--- config.mk ---
export PLATFORM = sky130hd
export DESIGN_NAME = uart_rx_flat
export DESIGN_NICKNAME = d
export VERILOG_FILES = /design/src/rtl/uart_rx_if.sv /design/src/rtl/uart_rx.sv /design/src/flat_wrapper.sv
export SDC_FILE = /design/constraint.sdc
export NUM_CORES = 1
export LEC_CHECK = 0
export ABC_AREA = 1
export CORE_ASPECT_RATIO = 0.7
export CORE_MARGIN = 2
export CORE_UTILIZATION = 50
export DETAILED_ROUTE_END_ITERATION = 16
export HOLD_SLACK_MARGIN = 0.15
export PLACE_DENSITY = 0.76
export SLEW_MARGIN = 20
export SYNTH_ARGS = -nofsm -noshare
export SYNTH_HDL_FRONTEND = slang
export SYNTH_SLANG_ARGS = --single-unit
--- constraint.sdc ---
create_clock -name i_clock -period 1.5 [get_ports i_clock]
set_clock_uncertainty 0.1 [all_clocks]
set_input_delay 0.3 -clock i_clock [delete_from_list [all_inputs] [get_ports i_clock]]
set_output_delay 0.3 -clock i_clock [all_outputs]
set_load 0.02 [all_outputs]
--- src/rtl/uart_rx_if.sv ---
// rtl/uart_rx_if.sv - uart_rx serial input and received-byte signal bundle
// o_parity_error exists only when UART_RX_PARITY_EN is defined.
interface uart_rx_if #(
    parameter int DATA_BITS = 8
);
    logic                 i_tick;
    logic                 i_rx;
    logic [DATA_BITS-1:0] o_data_byte;
    logic                 o_rx_done;
    logic                 o_frame_error;
    logic                 o_busy;
`ifdef UART_RX_PARITY_EN
    logic                 o_parity_error;

    modport master (
        output i_tick, i_rx,
        input  o_data_byte, o_rx_done, o_frame_error, o_busy, o_parity_error
    );
    modport slave (
        input  i_tick, i_rx,
        output o_data_byte, o_rx_done, o_frame_error, o_busy, o_parity_error
    );
`else
    modport master (
        output i_tick, i_rx,
        input  o_data_byte, o_rx_done, o_frame_error, o_busy
    );
    modport slave (
        input  i_tick, i_rx,
        output o_data_byte, o_rx_done, o_frame_error, o_busy
    );
`endif
endinterface

--- src/rtl/uart_rx.sv ---
// rtl/uart_rx.sv - 8N1 UART receiver on a 16x oversampling tick
// Optional parity state and o_parity_error enabled by defining UART_RX_PARITY_EN.
module uart_rx #(
    parameter int DATA_BITS   = 8,
    parameter int OVERSAMPLE  = 16,
    parameter int SYNC_STAGES = 2
`ifdef UART_RX_PARITY_EN
    ,
    parameter bit PARITY_ODD  = 1'b0
`endif
) (
    input  logic     i_clock,
    input  logic     i_reset,
    uart_rx_if.slave bus
);
    localparam int CW = $clog2(OVERSAMPLE);
    localparam int IW = (DATA_BITS > 1) ? $clog2(DATA_BITS) : 1;
`ifdef UART_RX_PARITY_EN
    localparam int NS = 6;
`else
    localparam int NS = 5;
`endif

    localparam logic [NS-1:0] S_IDLE  = NS'(1);
    localparam logic [NS-1:0] S_START = NS'(2);
    localparam logic [NS-1:0] S_DATA  = NS'(4);
    localparam logic [NS-1:0] S_STOP  = NS'(8);
    localparam logic [NS-1:0] S_DONE  = NS'(16);
`ifdef UART_RX_PARITY_EN
    localparam logic [NS-1:0] S_PARITY     = NS'(32);
    localparam logic [NS-1:0] S_AFTER_DATA = S_PARITY;
`else
    localparam logic [NS-1:0] S_AFTER_DATA = S_STOP;
`endif

    localparam logic [CW-1:0] CNT_HALF = CW'(OVERSAMPLE / 2 - 1);
    localparam logic [CW-1:0] CNT_LAST = CW'(OVERSAMPLE - 1);
    localparam logic [IW-1:0] IDX_LAST = IW'(DATA_BITS - 1);

    logic [NS-1:0]          r_state;
    logic [NS-1:0]          w_state_next;
    logic [SYNC_STAGES-1:0] r_sync;
    logic                   w_rx_s;
    logic [CW-1:0]          r_cnt;
    logic [IW-1:0]          r_idx;
    logic [DATA_BITS-1:0]   r_shift;
    logic [DATA_BITS-1:0]   r_data_byte;
    logic                   r_frame_error;
    logic                   w_mid_start;
    logic                   w_bit_end;
    logic                   w_last_bit;
    logic                   w_busy;
    logic                   w_done;
`ifdef UART_RX_PARITY_EN
    logic                   r_parity_bit;
    logic                   r_parity_error;
`endif

    // Synchronizer idles high so reset never looks like a start bit.
    always_ff @(posedge i_clock or negedge i_reset) begin
        if (!i_reset) begin
            r_sync <= '1;
        end else begin
            r_sync <= {r_sync[SYNC_STAGES-2:0], bus.i_rx};
        end
    end

    assign w_rx_s      = r_sync[SYNC_STAGES-1];
    assign w_mid_start = bus.i_tick && (r_cnt == CNT_HALF);
    assign w_bit_end   = bus.i_tick && (r_cnt == CNT_LAST);
    assign w_last_bit  = (r_idx == IDX_LAST);

    always_ff @(posedge i_clock or negedge i_reset) begin
        if (!i_reset) begin
            r_state <= S_IDLE;
        end else begin
            r_state <= w_state_next;
        end
    end

    always_comb begin
        w_state_next = r_state;
        case (r_state)
            S_IDLE:   if (!w_rx_s) w_state_next = S_START;
            S_START:  if (w_mid_start) w_state_next = w_rx_s ? S_IDLE : S_DATA;
            S_DATA:   if (w_bit_end && w_last_bit) w_state_next = S_AFTER_DATA;
`ifdef UART_RX_PARITY_EN
            S_PARITY: if (w_bit_end) w_state_next = S_STOP;
`endif
            S_STOP:   if (w_bit_end) w_state_next = S_DONE;
            S_DONE:   w_state_next = S_IDLE;
            default:  w_state_next = S_IDLE;
        endcase
    end

    always_comb begin
        w_busy = 1'b0;
        w_done = 1'b0;
        case (r_state)
            S_START, S_DATA, S_STOP: w_busy = 1'b1;
`ifdef UART_RX_PARITY_EN
            S_PARITY:                w_busy = 1'b1;
`endif
            S_DONE:                  w_done = 1'b1;
            default:                 ;
        endcase
    end

    // Result registers load on the stop-bit sample so they are already valid during DONE.
    always_ff @(posedge i_clock or negedge i_reset) begin
        if (!i_reset) begin
            r_cnt          <= '0;
            r_idx          <= '0;
            r_shift        <= '0;
            r_data_byte    <= '0;
            r_frame_error  <= 1'b0;
`ifdef UART_RX_PARITY_EN
            r_parity_bit   <= 1'b0;
            r_parity_error <= 1'b0;
`endif
        end else begin
            case (r_state)
                S_START: begin
                    if (w_mid_start) begin
                        r_cnt <= '0;
                        r_idx <= '0;
                    end else if (bus.i_tick) begin
                        r_cnt <= r_cnt + CW'(1);
                    end
                end
                S_DATA: begin
                    if (w_bit_end) begin
                        r_cnt   <= '0;
                        r_shift <= {w_rx_s, r_shift[DATA_BITS-1:1]};
                        if (!w_last_bit) begin
                            r_idx <= r_idx + IW'(1);
                        end
                    end else if (bus.i_tick) begin
                        r_cnt <= r_cnt + CW'(1);
                    end
                end
`ifdef UART_RX_PARITY_EN
                S_PARITY: begin
                    if (w_bit_end) begin
                        r_cnt        <= '0;
                        r_parity_bit <= w_rx_s;
                    end else if (bus.i_tick) begin
                        r_cnt <= r_cnt + CW'(1);
                    end
                end
`endif
                S_STOP: begin
                    if (w_bit_end) begin
                        r_cnt          <= '0;
                        r_data_byte    <= r_shift;
                        r_frame_error  <= ~w_rx_s;
`ifdef UART_RX_PARITY_EN
                        r_parity_error <= (^r_shift) ^ r_parity_bit ^ PARITY_ODD;
`endif
                    end else if (bus.i_tick) begin
                        r_cnt <= r_cnt + CW'(1);
                    end
                end
                default: r_cnt <= '0;
            endcase
        end
    end

    assign bus.o_data_byte    = r_data_byte;
    assign bus.o_rx_done      = w_done;
    assign bus.o_frame_error  = r_frame_error;
    assign bus.o_busy         = w_busy;
`ifdef UART_RX_PARITY_EN
    assign bus.o_parity_error = r_parity_error;
`endif

endmodule

--- src/flat_wrapper.sv ---
// flat-port wrapper written by rule: the top's interface ports become plain ports
module uart_rx_flat 
#(
    parameter int DATA_BITS   = 8,
    parameter int OVERSAMPLE  = 16,
    parameter int SYNC_STAGES = 2

)
  (i_clock, i_reset, bus_i_tick, bus_i_rx, bus_o_data_byte, bus_o_rx_done, bus_o_frame_error, bus_o_busy);
  uart_rx_if #(.DATA_BITS(DATA_BITS)) bus_i ();
  input  logic i_clock;
  input  logic i_reset;
  input wire logic [$bits(bus_i.i_tick)-1:0] bus_i_tick;
  input wire logic [$bits(bus_i.i_rx)-1:0] bus_i_rx;
  output wire logic [$bits(bus_i.o_data_byte)-1:0] bus_o_data_byte;
  output wire logic [$bits(bus_i.o_rx_done)-1:0] bus_o_rx_done;
  output wire logic [$bits(bus_i.o_frame_error)-1:0] bus_o_frame_error;
  output wire logic [$bits(bus_i.o_busy)-1:0] bus_o_busy;
  assign bus_i.i_tick = bus_i_tick;
  assign bus_i.i_rx = bus_i_rx;
  assign bus_o_data_byte = bus_i.o_data_byte;
  assign bus_o_rx_done = bus_i.o_rx_done;
  assign bus_o_frame_error = bus_i.o_frame_error;
  assign bus_o_busy = bus_i.o_busy;
  uart_rx #(.DATA_BITS(DATA_BITS), .OVERSAMPLE(OVERSAMPLE), .SYNC_STAGES(SYNC_STAGES)) u_core (.i_clock(i_clock), .i_reset(i_reset), .bus(bus_i));
endmodule
### Word level (Yosys, flattened, before mapping)

Index checks and enable logic that the tools add are counted.

| storage, ports and cells | value |
|---|---|
| register bits after elaboration | 31 |
| logic and storage cells | 50 |

| cells by class | value |
|---|---|
| $add $sub $neg | 2 |
| eq/ne operators | 14 |
| muxes and demuxes | 16 |
| bitwise operators | 1 |
| reduce and logical (&&, ||, !) cells | 10 |

Operators by type and width:

| kind | number |
|---|---|
| $mux W5 | 4 |
| $pmux W5 S4 | 1 |
| $mux W3 | 4 |
| $mux W4 | 3 |
| $ne A2 B1 Y1 const B | 4 |
| $pmux W4 S2 | 1 |
| $reduce_and A4 Y1 | 2 |
| $pmux W3 S2 | 1 |
| $eq A5 B1 Y1 const B | 1 |
| $eq A5 B2 Y1 const B | 1 |
| $eq A5 B3 Y1 const B | 1 |
| $eq A5 B4 Y1 const B | 1 |
| $eq A5 B5 Y1 const B | 1 |
| $add A4 B1 Y4 const B | 1 |
| $eq A4 B3 Y1 const B | 1 |
| $eq A4 B4 Y1 const B | 1 |
| $ne A2 B2 Y1 const B | 2 |
| $reduce_and A2 Y1 | 2 |
| $add A3 B1 Y3 const B | 1 |
| $eq A3 B3 Y1 const B | 1 |
| $logic_and A1 B1 Y1 | 3 |
| $reduce_or A3 Y1 | 1 |
| $mux W1 | 2 |
| $reduce_bool A2 Y1 | 1 |
| other kinds (2) | 2 |

### Longest topological paths before layout

| depth | value |
|---|---|
| depth in word-level cells | 5 |
| mapped depth | 9 |
| mapped depth without buffers | 9 |

### Least setup slack after synthesis

OpenSTA, ideal clock, no wires.

| path | value |
|---|---|
| kind | flip-flop to output port |
| from | register u_core.r_state[3] |
| to | output bus_o_rx_done |
| data arrival time | 1.120 ns |
| setup slack | -0.020 ns |
| cell stages (with the launch flop) | 4 |
| path through | dfrtp_1 > nor2_2 > inv_2 > nor3_1 |

| between the ends | value |
|---|---|
| word-level cells in the longest chain between the ends | 2 |

RTL lines:

| element | RTL line | RTL |
|---|---|---|
| start: declaration | uart_rx.sv:40 | `logic [NS-1:0] r_state;` |
| start signal: assignment | uart_rx.sv:77 | `r_state <= w_state_next;` |
| $eq A5 B5 Y1 | uart_rx.sv:99 | `case (r_state)` |
| $mux W1 | uart_rx.sv:99 |  |
| end: declaration | flat_wrapper.sv:16 | `output wire logic [$bits(bus_i.o_rx_done)-1:0] bus_o_rx_done;` |

Every way passes these cells.

### Final worst setup path

| path | value |
|---|---|
| from | register u_core.r_state[3] |
| to | output bus_o_busy |

| between the ends | value |
|---|---|
| word-level cells in the longest chain between the ends | 3 |
| elaborated cells between the ends (all ways) | 5 |

RTL lines:

| element | RTL line | RTL |
|---|---|---|
| $eq A5 B2 Y1, or another cell as far along | uart_rx.sv:99 |  |
| $reduce_or A3 Y1 (*) | uart_rx.sv:99 |  |
| $mux W1 (*) | uart_rx.sv:99 |  |
| end: declaration | flat_wrapper.sv:18 | `output wire logic [$bits(bus_i.o_busy)-1:0] bus_o_busy;` |

Mark *: on every way between the ends. The rest lies on a longest branch, timed or not.

==> results.md <==
- The count of flip-flops with a built-in enable after synthesis is 0.
- Of all flip-flops after synthesis, the portion carrying an async set or reset was between 90% and 100%.
- Summed over all cells, the static leakage comes to 0.001077 uW.
- 15 I/O pins were placed.
- The number of warnings printed during yosys synthesis is 0.
- After synthesis, the most frequently instantiated cells are sky130_fd_sc_hd__nand2_1, sky130_fd_sc_hd__dfrtp_1, sky130_fd_sc_hd__o21ai_2.
- The width of the die is 70.15 um.
- The shortest period the worst path allows is 1731 ps.
- The first global-routing pass estimated between 5000 and 6000 um of wire.
- Summed over all nets, the half-perimeter wirelength after detailed placement is 2197 um.
- The sum of overflow across all layers after global routing is 0.
- TritonCTS built the clock tree.
- STA classifies the critical path endpoint as an output port.
- The portion of synthesized cell area occupied by the leading cell type is between 40 and 50%.
- The final reports fail on setup timing.
- The H-tree depth is 2.
- The worst-case IR drop observed on VDD is between 0.7 and 0.8 mV.
- In this run the remaining antenna-violating nets after routing total 0.
- Using the TritonRoute via totals, the vias-per-cell ratio works out to 5.464.
- The area growth from synthesis to layout is 49.67%.
- The commonest register cell after synthesis is sky130_fd_sc_hd__dfrtp_1.
- The normalized max-slew margin is 84.69%.
- By area the synthesized netlist is led by sky130_fd_sc_hd__dfrtp_1, sky130_fd_sc_hd__nand2_1, sky130_fd_sc_hd__o21ai_2.
- The total track usage is 20.74%.
- The dominant cell by count in the synthesized netlist is sky130_fd_sc_hd__nand2_1.
- The number of cells on the worst reg-to-reg path is 10.
- The later-pin clock latency in the skew report is 300 ps.
- Dividing total power by cell area gives a power density of 1291 nW/um^2.
- The class of the most critical setup path is reg2out.
- At the placement stage, the worst setup path has a slack of -342.6 ps.
- The worst register-to-register path begins at u_core.r_state[0]$_DFFE_PN1P_.
- The total CTS buffers is 5.
- The slew at the pin with the worst max-slew slack is 230.5 ps.
- The run finished, with violations left.
- The die outline height is between 50 and 60 um.
- The final critical-path setup slack is -230.9 ps.
- The share of layout cells above drive strength 1 is 52.36%.
- The count of pins over their slew limit is 0.
- Setup repair after global routing could not meet its margin everywhere.
- During placement, the flow inserted port buffers numbering 14.
- The number of endpoints with negative hold slack in the final report is 0.
- The via count of the routed design is 1355.
- The weighted congestion at the end of routability-driven global placement is 0.8030.
- The placeable core region is 2863 sq um.
- The arrival time of the worst setup path is 1330 ps.
- The share of the yosys chip area belonging to registers is 50.90%.
- Final hold analysis gives a worst-case slack of 258.9 ps.
- The number of design rule violations left after detail routing is 0.
- The critical register-to-register path endpoint is u_core.bus.o_data_byte[0]$_DFFE_PN0P_.
- The via count of the first global-routing pass is 1225.
- The clock slew seen by the registers of the worst setup and hold paths is 70 ps.
- The timing-limited maximum frequency is ~580 MHz.
- The length of the first detailed-routing pass in iterations is 4.
- The reported max-cap violation count is 0.
- The total inserted antenna cells is 0.
- The biggest area consumer among synthesized cells is sky130_fd_sc_hd__dfrtp_1.
- The cell row count is 16.
- The path class of the tightest hold or removal check is in2async.
- The design draws 2960 uW.
- The post-route fraction of the period consumed by the critical path is 115.4%.
- When the netlist entered floorplanning its net count stood at 166.
- The post-detailed-placement cell area is 1847 sq um.
- The number of clock sinks is 31.
- The total wire length after detailed routing is 4349 um.
- After synthesis, the netlist uses 24 different library cells.
- The type of element launching the critical path is a register.
- In the final routed layout, each cell accounts on average for 17.54 um.
- The worst setup slack for register-to-register paths is -150 ps.
- The setup TNS is -2133 ps.
- Clock tree synthesis selected as its root buffer the cell sky130_fd_sc_hd__clkbuf_8.
- Setup violations remaining at the end of the flow were counted as 26.
- In this run, synthesis produced a sequential element count of 31.
- The critical path data required time is 1100 ps.
- The maximum root-to-sink buffer count is 2.
- The finished cells cover 2292 sq um.
- The iteration-0 DRC count of the detailed router is 109.
- Entering global routing, the biggest net connects 32 pins.
- Once the floorplan was initialized, standard cells occupied between 50% and 60% of the core.
- The average instance in the mapped netlist occupies 9.632 sq um.
- The post-layout net count is 218.
- The synthesized netlist cell count is 159.
- Summing every instance area after synthesis gives 1531 sq um.
- The overall die area is about 3500 sq um.
- The number of antenna violations at the first check in global routing came to 0.
- Of all nets on the critical path, the largest fanout is 3.
-- worst max-delay path by stage --
| stage | endpoint | start | cells after the start | slack [ps] |
|---|---|---|---|---|
| 2_1_floorplan | u_core.bus.o_data_byte[6]$_DFFE_PN0P_ | u_core.r_cnt[0]$_DFF_PN0_ | 7 | 110 |
| 3_3_place_gp | bus_o_busy | u_core.r_state[3]$_DFFE_PN0P_ | 4 | -320 |
| 3_5_place_dp | bus_o_busy | u_core.r_state[3]$_DFFE_PN0P_ | 4 | -340 |
| 4_1_cts | bus_o_busy | u_core.r_state[0]$_DFFE_PN1P_ | 4 | -160 |
| 5_1_grt | bus_o_busy | u_core.r_state[0]$_DFFE_PN1P_ | 4 | -250 |
| 6_report | bus_o_busy | u_core.r_state[3]$_DFFE_PN0P_ | 4 | -230 |
-- power breakdown --
group / leakage (uW) / total (uW) / switching [uW] / internal (uW)
Sequential: 0.000414 / 983 / 61.0 / 922
Combinational: 0.000615 / 1280 / 694 / 590
Clock: 0.0000482 / 693 / 323 / 370
-- metal layers --
layer	up-vias	routed length (um)	track usage, %
li1	628	-	-
met2	48	2063	35.08
met5	-	0	0
met4	0	253	10.26
met3	29	236	6.225
met1	650	1795	24.35
-- final cells by class --
type / count / area (sq um)
sequential: 31 / 780.7
clock inverter: 1 / 5.005
tap: 36 / 45.04
multi-input combinational: 110 / 888.4
fill: 157 / 570.5
timing repair buffer: 45 / 416.7
inverter: 18 / 70.07
clock buffer: 7 / 86.33
-- metrics by stage --
stage | util [%] | std cells
floorplan | - | 159
global placement | 64.51 | 225
detailed placement | 64.51 | 225
CTS | 71.46 | 240
global route | 80.07 | 248
finish | 80.07 | 248
-- timing repair --
item | CTS | global route
hold endpoints to repair | 0 | 0
pin swaps | 12 | 11
setup endpoints to repair | 37 | 30
gates cloned | 0 | 2
setup buffers | 7 | 6
gates resized for setup | 33 | 40
hold buffers | 0 | 0
-- cell families after synthesis --
group                      Yosys count  synth area share (%)
AOI/OAI and AO/OA                   17                 9.886
xor gates and xnor gates             1                0.5720
adders and majority gates            3                 2.451
buffers and inverters               20                 5.882
DFF                                 31                 50.90
muxes                                1                0.6536
and+or+nand+nor                     86                 29.66
-- state kept, by name (all words and copies together), names as in the netlist --
| name | cells |
|---|---|
| u_core.bus.o_data_byte | 8 |
| u_core.bus.o_frame_error | 1 |
| u_core.r_cnt | 4 |
| u_core.r_idx | 3 |
| u_core.r_shift | 8 |
| u_core.r_state | 5 |
| u_core.r_sync | 2 |
-- worst max-delay path, cell delays in order, from the launching register on --
cell and delay [ps]:
sky130_fd_sc_hd__dfrtp_1 440, sky130_fd_sc_hd__buf_4 170, sky130_fd_sc_hd__nand4_1 140, sky130_fd_sc_hd__nand3_2 140, sky130_fd_sc_hd__buf_6 160
-- layout by cell type (no fill, tap or decap), types with 2 or more instances in the layout --
| cell type | n |
|---|---|
| sky130_fd_sc_hd__buf_12 | 3 |
| sky130_fd_sc_hd__buf_4 | 24 |
| sky130_fd_sc_hd__buf_6 | 6 |
| sky130_fd_sc_hd__clkbuf_8 | 6 |
| sky130_fd_sc_hd__clkdlybuf4s50_1 | 3 |
| sky130_fd_sc_hd__dfrtp_1 | 27 |
| sky130_fd_sc_hd__dfstp_2 | 3 |
| sky130_fd_sc_hd__dlygate4sd2_1 | 9 |
| sky130_fd_sc_hd__ha_1 | 2 |
| sky130_fd_sc_hd__inv_1 | 13 |
| sky130_fd_sc_hd__inv_2 | 3 |
| sky130_fd_sc_hd__nand2_1 | 21 |
| sky130_fd_sc_hd__nand2_2 | 13 |
| sky130_fd_sc_hd__nand2_4 | 12 |
| sky130_fd_sc_hd__nand2_8 | 4 |
| sky130_fd_sc_hd__nand3_1 | 7 |
| sky130_fd_sc_hd__nand3_2 | 4 |
| sky130_fd_sc_hd__nand4_1 | 8 |
| sky130_fd_sc_hd__nor2_1 | 5 |
| sky130_fd_sc_hd__nor2_4 | 9 |
| sky130_fd_sc_hd__o21ai_2 | 15 |
(Power assumes the default switching activity.)
